==> src/rtl/pkt_receiver_if.sv <==
// Bus and consumer-side signals of the packet receiver, grouped so the
// receiver and its environment connect through a single port.
interface pkt_receiver_if;
    logic        bus_rx;
    logic        bus_tx;
    logic        bus_tx_en;
    logic [63:0] rx_data;
    logic [3:0]  rx_src;
    logic        rx_valid;
    logic        rx_ready;
    logic        crc_err;
    logic        frame_err;
    logic        overrun;

    modport master (
        input  bus_rx, rx_ready,
        output bus_tx, bus_tx_en, rx_data, rx_src, rx_valid,
               crc_err, frame_err, overrun
    );

    modport slave (
        output bus_rx, rx_ready,
        input  bus_tx, bus_tx_en, rx_data, rx_src, rx_valid,
               crc_err, frame_err, overrun
    );
endinterface

==> src/rtl/pkt_receiver.sv <==
// Serial 80-bit frame receiver: shifts a frame in LSB first, evaluates it on
// the turnaround edge, and acknowledges good frames for two cycles.
module pkt_receiver (
    input  logic           clock,
    input  logic           reset_n,
    input  logic           enable,
    input  logic [3:0]     addr,
    input  logic [3:0]     crc,
    pkt_receiver_if.master bus
);

    typedef enum logic [2:0] {IDLE, RECV, TURN, ACK, HOLD} state_e;

    state_e      state_q, state_d;
    logic [6:0]  bit_cnt_q, bit_cnt_d;
    logic [79:0] frame_q, frame_d;
    logic [63:0] rx_data_q, rx_data_d;
    logic [3:0]  rx_src_q, rx_src_d;
    logic        rx_valid_q, rx_valid_d;
    logic        bus_tx_q, bus_tx_d;
    logic        bus_tx_en_q, bus_tx_en_d;
    logic        crc_err_q, crc_err_d;
    logic        frame_err_q, frame_err_d;
    logic        overrun_q, overrun_d;

    logic dest_match, framing_ok, crc_ok;

    // The shift register fills from the top, so after 80 bits the start bit sits at [0].
    assign dest_match = (frame_q[8:5] == addr);
    assign framing_ok = (frame_q[10:9] == 2'b11) && frame_q[79] && !frame_q[0];
    assign crc_ok     = (frame_q[78:75] == crc);

    always_comb begin
        // NOTE: every variable gets a default before the case so no path can infer a latch.
        state_d     = state_q;
        bit_cnt_d   = bit_cnt_q;
        frame_d     = frame_q;
        rx_data_d   = rx_data_q;
        rx_src_d    = rx_src_q;
        rx_valid_d  = rx_valid_q && !bus.rx_ready;
        crc_err_d   = 1'b0;
        frame_err_d = 1'b0;
        overrun_d   = 1'b0;

        case (state_q)
            IDLE: begin
                // An X/Z level compares unknown and does not start a frame.
                if (enable && (bus.bus_rx == 1'b0)) begin
                    frame_d   = {bus.bus_rx, frame_q[79:1]};
                    bit_cnt_d = 7'd1;
                    state_d   = RECV;
                end
            end
            RECV: begin
                frame_d = {bus.bus_rx, frame_q[79:1]};
                if (bit_cnt_q == 7'd79) begin
                    bit_cnt_d = 7'd0;
                    state_d   = TURN;
                end else begin
                    bit_cnt_d = bit_cnt_q + 7'd1;
                end
            end
            TURN: begin
                state_d = HOLD;
                if (dest_match) begin
                    if (!framing_ok) begin
                        frame_err_d = 1'b1;
                    end else if (!crc_ok) begin
                        crc_err_d = 1'b1;
                    end else if (rx_valid_q && !bus.rx_ready) begin
                        overrun_d = 1'b1;
                    end else begin
                        rx_data_d  = frame_q[74:11];
                        rx_src_d   = frame_q[4:1];
                        rx_valid_d = 1'b1;
                        state_d    = ACK;
                    end
                end
            end
            ACK, HOLD: begin
                // bit_cnt is reused to time the two-cycle acknowledge window.
                if (bit_cnt_q == 7'd1) begin
                    bit_cnt_d = 7'd0;
                    state_d   = IDLE;
                end else begin
                    bit_cnt_d = bit_cnt_q + 7'd1;
                end
            end
            default: begin
                bit_cnt_d = 7'd0;
                state_d   = IDLE;
            end
        endcase

        bus_tx_en_d = (state_d == ACK);
        bus_tx_d    = (state_d == ACK);
    end

    // NOTE: sequential state uses non-blocking assignments so every flop samples pre-edge values.
    always_ff @(posedge clock or negedge reset_n) begin
        if (!reset_n) begin
            state_q     <= IDLE;
            bit_cnt_q   <= 7'd0;
            frame_q     <= 80'd0;
            rx_data_q   <= 64'd0;
            rx_src_q    <= 4'd0;
            rx_valid_q  <= 1'b0;
            bus_tx_q    <= 1'b0;
            bus_tx_en_q <= 1'b0;
            crc_err_q   <= 1'b0;
            frame_err_q <= 1'b0;
            overrun_q   <= 1'b0;
        end else begin
            state_q     <= state_d;
            bit_cnt_q   <= bit_cnt_d;
            frame_q     <= frame_d;
            rx_data_q   <= rx_data_d;
            rx_src_q    <= rx_src_d;
            rx_valid_q  <= rx_valid_d;
            bus_tx_q    <= bus_tx_d;
            bus_tx_en_q <= bus_tx_en_d;
            crc_err_q   <= crc_err_d;
            frame_err_q <= frame_err_d;
            overrun_q   <= overrun_d;
        end
    end

    assign bus.bus_tx    = bus_tx_q;
    assign bus.bus_tx_en = bus_tx_en_q;
    assign bus.rx_data   = rx_data_q;
    assign bus.rx_src    = rx_src_q;
    assign bus.rx_valid  = rx_valid_q;
    assign bus.crc_err   = crc_err_q;
    assign bus.frame_err = frame_err_q;
    assign bus.overrun   = overrun_q;

endmodule

==> src/flat_wrapper.sv <==
// flat-port wrapper written by rule: the top's interface ports become plain ports
module pkt_receiver_flat 
  (clock, reset_n, enable, addr, crc, bus_bus_rx, bus_rx_ready, bus_bus_tx, bus_bus_tx_en, bus_rx_data, bus_rx_src, bus_rx_valid, bus_crc_err, bus_frame_err, bus_overrun);
  pkt_receiver_if bus_i ();
  input  logic clock;
  input  logic reset_n;
  input  logic enable;
  input  logic [3:0] addr;
  input  logic [3:0] crc;
  input wire logic [$bits(bus_i.bus_rx)-1:0] bus_bus_rx;
  input wire logic [$bits(bus_i.rx_ready)-1:0] bus_rx_ready;
  output wire logic [$bits(bus_i.bus_tx)-1:0] bus_bus_tx;
  output wire logic [$bits(bus_i.bus_tx_en)-1:0] bus_bus_tx_en;
  output wire logic [$bits(bus_i.rx_data)-1:0] bus_rx_data;
  output wire logic [$bits(bus_i.rx_src)-1:0] bus_rx_src;
  output wire logic [$bits(bus_i.rx_valid)-1:0] bus_rx_valid;
  output wire logic [$bits(bus_i.crc_err)-1:0] bus_crc_err;
  output wire logic [$bits(bus_i.frame_err)-1:0] bus_frame_err;
  output wire logic [$bits(bus_i.overrun)-1:0] bus_overrun;
  assign bus_i.bus_rx = bus_bus_rx;
  assign bus_i.rx_ready = bus_rx_ready;
  assign bus_bus_tx = bus_i.bus_tx;
  assign bus_bus_tx_en = bus_i.bus_tx_en;
  assign bus_rx_data = bus_i.rx_data;
  assign bus_rx_src = bus_i.rx_src;
  assign bus_rx_valid = bus_i.rx_valid;
  assign bus_crc_err = bus_i.crc_err;
  assign bus_frame_err = bus_i.frame_err;
  assign bus_overrun = bus_i.overrun;
  pkt_receiver u_core (.clock(clock), .reset_n(reset_n), .enable(enable), .addr(addr), .crc(crc), .bus(bus_i));
endmodule
==> config.mk <==
export PLATFORM = sky130hd
export DESIGN_NAME = pkt_receiver_flat
export DESIGN_NICKNAME = d
export VERILOG_FILES = /design/src/rtl/pkt_receiver_if.sv /design/src/rtl/pkt_receiver.sv /design/src/flat_wrapper.sv
export SDC_FILE = /design/constraint.sdc
export NUM_CORES = 1
export LEC_CHECK = 0
export CAP_MARGIN = 15
export CELL_PAD_IN_SITES_DETAIL_PLACEMENT = 1
export CELL_PAD_IN_SITES_GLOBAL_PLACEMENT = 1
export CORE_UTILIZATION = 42
export CTS_CLUSTER_DIAMETER = 60
export DETAILED_ROUTE_END_ITERATION = 16
export PLACE_DENSITY = 0.86
export SETUP_SLACK_MARGIN = 0.2
export SLEW_MARGIN = 20
export SYNTH_ARGS = -nofsm -noshare
export SYNTH_HDL_FRONTEND = slang
export SYNTH_SLANG_ARGS = --single-unit
==> constraint.sdc <==
create_clock -name clock -period 1.8 [get_ports clock]
set_input_delay 0.18 -clock clock [delete_from_list [all_inputs] [get_ports clock]]
set_output_delay 0.18 -clock clock [all_outputs]
set_load 0.02 [all_outputs]
==> results of run 1 <==
-- cell families (layout without fill, tap and decap cells) --
| kind of cell | Yosys count | count (layout) | share of synthesized area |
|---|---|---|---|
| adders and majority gates | 2 | 2 | 0.00373 |
| AOI/OAI and AO/OA | 16 | 16 | 0.0194 |
| and+or+nand+nor | 45 | 45 | 0.0424 |
| DFF | 163 | 163 | 0.608 |
| muxes | 148 | 148 | 0.286 |
| buffers and inverters | 23 | 193 | 0.0235 |
| xor gates and xnor gates | 13 | 13 | 0.0170 |
-- layer usage --
metal | vias up | share of wire
met5 | - | 0
met4 | 0 | 0.022
met3 | 32 | 0.030
met2 | 96 | 0.53
met1 | 2137 | 0.41
li1 | 1770 | -
-- through the flow --
| step | util | instances | hold WS [ps] | worst slack (ps) |
|---|---|---|---|---|
| after global placement | 0.523 | 723 | 157 | -283 |
| after CTS | 0.618 | 785 | 287 | -67.1 |
| after global routing | 0.631 | 791 | 330 | -145 |
| after floorplan | - | 410 | -116 | 4.80 |
| final | 0.631 | 791 | 278 | -111 |
| after detailed placement | 0.523 | 723 | 176 | -318 |
-- where the power goes --
group          leakage (nW)  internal [W]  switching, W
registers              2.16       0.00430      0.000627
logic                  2.90       0.00235       0.00139
clock network         0.304       0.00229       0.00156
-- worst max-delay path: cells and delay by family (launching register included) --
family                 cells  cell delay, ps
multiplexers               1             340
AND/OR/NAND/NOR            2             610
buffers and inverters      1             250
XOR/XNOR                   1             170
flip-flops                 1             400
-- registers in the layout, indices dropped and copies added (netlist names) --
| signal | count |
|---|---|
| u_core.bit_cnt_q | 7 |
| u_core.bus.bus_tx | 1 |
| u_core.bus.crc_err | 1 |
| u_core.bus.frame_err | 1 |
| u_core.bus.overrun | 1 |
| u_core.bus.rx_data | 64 |
| u_core.bus.rx_src | 4 |
| u_core.bus.rx_valid | 1 |
| u_core.frame_q | 80 |
| u_core.state_q | 3 |
-- cells in the final DEF (no fill, tap or decap), types with 5 or more instances in the layout --
cell type | netlist | routed
dfrtp_1 | 163 | 163
mux2_4 | 67 | 144
dlygate4sd2_1 | 0 | 40
dlymetal6s2s_1 | 0 | 28
buf_4 | 2 | 27
buf_6 | 7 | 21
clkbuf_16 | 0 | 17
clkdlybuf4s50_1 | 0 | 17
buf_12 | 0 | 11
buf_16 | 0 | 9
xor2_1 | 8 | 8
nand2_1 | 7 | 7
nor2_2 | 0 | 6
nor2_1 | 12 | 6
nand3_1 | 8 | 5
xnor2_1 | 5 | 5
-- final cells by class --
cell class / instances / area share
Multi-Input combinational cell: 224 / 0.297
Inverter: 4 / 0.00181
Tap cell: 211 / 0.0272
Sequential cell: 163 / 0.421
Clock inverter: 13 / 0.0178
Timing Repair Buffer: 157 / 0.189
Clock buffer: 19 / 0.0467
-- how the worst max path moves through the flow --
stage	from	endpoint	slack, ps	depth (start not counted)
finish	u_core.frame_q[76]$_DFFE_PN0P_	u_core.bus.rx_data[28]$_DFFE_PN0P_	-110	5
global route	u_core.frame_q[76]$_DFFE_PN0P_	u_core.bus.rx_data[28]$_DFFE_PN0P_	-150	5
CTS	u_core.frame_q[76]$_DFFE_PN0P_	u_core.bus.rx_data[20]$_DFFE_PN0P_	-70	5
detailed placement	addr[1]	u_core.bus.rx_data[41]$_DFFE_PN0P_	-320	6
global placement	crc[1]	u_core.bus.rx_data[16]$_DFFE_PN0P_	-280	6
floorplan	u_core.state_q[0]$_DFF_PN0_	u_core.bus.rx_data[17]$_DFFE_PN0P_	5	6
-- repair_timing --
item / in CTS / in global routing
setup endpoints to repair: 192 / 190
resized for setup: 159 / 49
setup buffers: 20 / 6
cloned: 9 / 0
hold buffers: 1 / 0
pin swaps: 13 / 8
endpoints found under the hold margin: 50 / 0
==> results.yml, run 1 <==
outcome:
  status: "finished with violations"
  violations: "negative setup slack"
setup_path:
  timing.rr.start: "u_core.frame_q[76]$_DFFE_PN0P_"
  critPathCaptureType: "flop"
  slowest_stage: "nor4_4"
  cpPeakStageDelay_ps: 420
  r2r_slack_ps: -110
  worstReg2RegEnd: "u_core.bus.rx_data[28]$_DFFE_PN0P_"
  start_kind: "flop"
  critPathRequiredTime_ps: 2100
  worstPathArrival_ps: 2210
  crit_path_cell_trace: "xor2_1, nor4_4, nand4_4, buf_12, mux2_4"
  crit_fanout: 40
  reg2regPathDepth: 5
  path_class: "reg -> reg"
yosys:
  synth_cell_types: 42
  syn_area_mm2: 0.00671
  yosys.area.top_type_share: 0.608
  synth_seq_area_share: 0.608
  synth_area_per_cell_um2: 16.4
  synth_edf_count: 0
  yosys-top-cells-count: "dfrtp_1 (163), mux2_2 (80), mux2_4 (67), nor2_1 (12), buf_2 (9)"
  yosys_warnings: 0
  yosysTopAreaCell: "dfrtp_1"
  synth.ff_latch_count: 163
  synth-main-ff-cell: "dfrtp_1"
  synthArstFlopShare: 1.00
  ys_top_cells_by_area: "dfrtp_1 (61%), mux2_4 (15%), mux2_2 (13%), buf_6 (1.2%), xor2_1 (1.0%)"
  yosysMostFrequentCell: "dfrtp_1"
  syn_nets: 425
  netlist_instances: 410
floorplanning:
  io_pins: 87
  die_height_um: 128
  core_mm2: 0.0154
  dieWidth_um: 128
  num_rows: 45
  die-area_mm2: 0.0165
  start_util: 0.436
timing:
  hold_viol: 0
  layout_min_cycle_time_ps: 1910
  tightest_slew_ps: 507
  max_freq_ghz: 0.523
  setup-violations-final: 82
  period_share: 1.06
  maxSlewViolCount: 0
  clock_skew_ps: 12.0
  fin_ws_ps: -111
  tns_ps: -5060
  rsz0062_at_grt: "yes"
  max_slew_margin: 0.662
detailed_routing:
  ant_nets: 0
  detail_route.wl_per_cell_um: 22.5
  drc: 0
  wl_mm: 17.8
  first_pass_iters: 4
  drtIter0Drc: 173
  vias: 4035
  vias_per_cell: 5.10
power:
  total_power_w: 0.0125
  peakVddDrop_uv: 709
  p_leak_nw: 5.37
  power_per_cell_area_mw_per_mm2: 1290
placement:
  io_buffers: 86
  dpl.hpwl_mm: 9.62
  dpl_cell_area_mm2: 0.00803
  gp_congestion: 0.808
global_routing:
  use_met3: 0.0453
  overflow: 0
  grt_pass1_vias: 4593
  grt_busiest_layer: "met2"
  grtUsageTotal: 0.227
  use_met1: 0.280
  grt_max_degree: 64
  grt_use_met2: 0.398
  antenna_found_initial: 0
  grt_pass1_wl_mm: 27.5
finish:
  antenna_cells: 0
  layout.nets: 582
  multi_input_area_mm2: 0.00288
  syn2layout_area_growth_pct: 44.6
  design_area_mm2: 0.00970
  seq_area_mm2: 0.00408
  drive_above_1_share: 0.476
  fillers: 1371
min_path:
  hp-class: "in -> async"
clock_network:
  cts_buffer_depth: 2
  ctsHtreeMaxLevel: 4
  clock_latency_ps: 430
  numCtsBuffers: 17
  cts_root_buf: "clkbuf_16"
  cts.sinks: 163
  path_clk_slew_ps: 60
  cts_tree: "yes"
run:
  drv_cap: 0
Power figures use the tool's default switching activity.
==> run 2: changes to the inputs <==
==> constraint.sdc (replaced) <==
create_clock -name clock -period 1.8 [get_ports clock]
set_input_delay 0.18 -clock clock [delete_from_list [all_inputs] [get_ports clock]]
set_output_delay 0.18 -clock clock [all_outputs]
set_load 0.01 [all_outputs]
==> results.yml, run 2 (synthesized netlist as in run 1, its figures left out) <==
setup_path:
  critPathRequiredTime_ps: 2110
  path_class: "reg -> reg"
  crit_path_cell_trace: "xor2_1, nor4_4, nand4_4, buf_4, mux2_4"
  path_buf_inv: 1
  cpPeakStageDelay_ps: 400
  start_kind: "flop"
  worstPathArrival_ps: 2190
  cp_top_family: "simple AND/OR/NAND/NOR gates"
  critPathCaptureType: "flop"
  cp_num_cells: 5
  worstReg2RegEnd: "u_core.bus.rx_data[20]$_DFFE_PN0P_"
  timing.rr.start: "u_core.frame_q[76]$_DFFE_PN0P_"
  crit_fanout: 16
  crit_path_start: "u_core.frame_q[76]$_DFFE_PN0P_"
  reg2regPathDepth: 5
  r2r_slack_ps: -80
  crit_end: "u_core.bus.rx_data[20]$_DFFE_PN0P_"
  slowest_stage: "nor4_4"
global_routing:
  grt_max_degree: 64
  grtUsageTotal: 0.231
  antenna_found_initial: 0
  grt_pass1_vias: 4613
  overflow: 0
  grt_pass1_wl_mm: 28.0
detailed_routing:
  drc: 0
  vias: 4008
  ant_nets: 0
  wl_mm: 17.8
  first_pass_iters: 4
  detail_route.wl_per_cell_um: 22.5
  drtIter0Drc: 160
  vias_per_cell: 5.06
finish:
  final_common_cell: "dfrtp_1"
  design_area_mm2: 0.00969
  final_cell_mix: "dfrtp_1 (162), mux2_4 (144), clkdlybuf4s50_1 (80)"
  syn2layout_area_growth_pct: 44.5
  largest_reg_flops: 80
  fillers: 1360
  top_register: "u_core.frame_q"
  drive_above_1_share: 0.480
  layout.nets: 583
  stdcell_count: 792
  antenna_cells: 0
min_path:
  hp-class: "in -> async"
placement:
  pre_cts_ws_ps: -318
  place_inst: 723
  io_buffers: 86
  dpl_cell_area_mm2: 0.00803
  dpl.hpwl_mm: 9.62
  gp_congestion: 0.808
power:
  swShare: 0.286
  power_per_cell_area_mw_per_mm2: 1290
  total_power_w: 0.0125
  power.net_switching_w: 0.00357
  p_seq_frac: 0.395
  p_comb_frac: 0.297
  p_leak_nw: 4.75
  cellInternalPower_w: 0.00893
  clkPwrFrac: 0.308
  peakVddDrop_uv: 793
run:
  drv_cap: 0
timing:
  clock_skew_ps: 11.7
  tightest_slew_ps: 512
  layout_min_cycle_time_ps: 1880
  tns_ps: -3610
  fin_ws_ps: -84.0
  maxSlewViolCount: 0
  hold_viol: 0
  max_slew_margin: 0.658
  max_freq_ghz: 0.531
  setup-violations-final: 68
  period_share: 1.05
  rsz0062_at_grt: "yes"
floorplanning:
  die-area_mm2: 0.0165
  io_pins: 87
  dieWidth_um: 128
  start_util: 0.436
  die_height_um: 128
  core_mm2: 0.0154
  num_rows: 45
clock_network:
  cts.sinks: 163
  path_clk_slew_ps: 60
  cts_tree: "yes"
  clock_latency_ps: 430
  numCtsBuffers: 17
  cts_root_buf: "clkbuf_16"
  ctsHtreeMaxLevel: 4
  cts_buffer_depth: 2
outcome:
  status: "finished with violations"
  violations: "negative setup slack"
[run 2: cell count changes in the layout (fill, tap and decap cells not counted), moves of 2 or more]
cell and delta:
clkdlybuf4s50_1 +63, dlygate4sd2_1 -40, dlymetal6s2s_1 -23, buf_4 +3
buf_6 -2
[run 2: power groups by stage]
stage	Combinational [W]	Clock, W	Sequential (W)
5_1_grt	0.00395	0.00405	0.00501
6_report	0.00372	0.00385	0.00493
3_5_place_dp	0.00206	0	0.00486
2_1_floorplan	0.00138	0	0.00470
4_1_cts	0.00352	0.00387	0.00487
3_3_place_gp	0.00191	0	0.00480
[run 2: worst min-delay path by stage]
| stage | endpoint | cells after the start | startpoint |
|---|---|---|---|
| 2_1_floorplan | u_core.bit_cnt_q[0]$_DFFE_PN0P_ | 0 | reset_n |
| 3_3_place_gp | u_core.bus.rx_data[55]$_DFFE_PN0P_ | 1 | reset_n |
| 3_5_place_dp | u_core.bus.rx_data[49]$_DFFE_PN0P_ | 1 | reset_n |
| 4_1_cts | u_core.bus.rx_data[49]$_DFFE_PN0P_ | 2 | reset_n |
| 5_1_grt | u_core.bus.rx_data[53]$_DFFE_PN0P_ | 2 | reset_n |
| 6_report | u_core.bus.rx_data[49]$_DFFE_PN0P_ | 2 | reset_n |
[run 2: stage by stage]
| stage | hold WS [ps] | utilization |
|---|---|---|
| floorplan | -116 | - |
| global placement | 157 | 0.523 |
| detailed placement | 176 | 0.523 |
| CTS | 287 | 0.621 |
| global route | 329 | 0.631 |
| finish | 276 | 0.631 |
[run 2: area by class of cell]
cell class	count	area [µm²]	share of cell area
clock buffers	19	453	0.0467
multi-input cells	224	2880	0.297
well taps	211	264	0.0272
clock inverters	13	173	0.0178
repair buffers	158	1830	0.188
flip-flops and latches	163	4080	0.421
inverters	4	17.5	0.00181
[run 2: routing by layer]
layer,track usage,vias up,wire length [µm]
li1,-,1779,-
met1,0.278,2118,7350
met2,0.413,88,9640
met3,0.0482,23,494
met4,0.0727,0,306
met5,0,-,0
[run 2: repair_timing]
item | 4_1_cts | 5_1_grt
setup buffers | 20 | 7
pin swaps | 13 | 8
endpoints found under the setup margin | 152 | 166
cloned | 9 | 0
hold buffers | 1 | 0
resized for setup | 120 | 25
hold endpoints to repair | 50 | 0
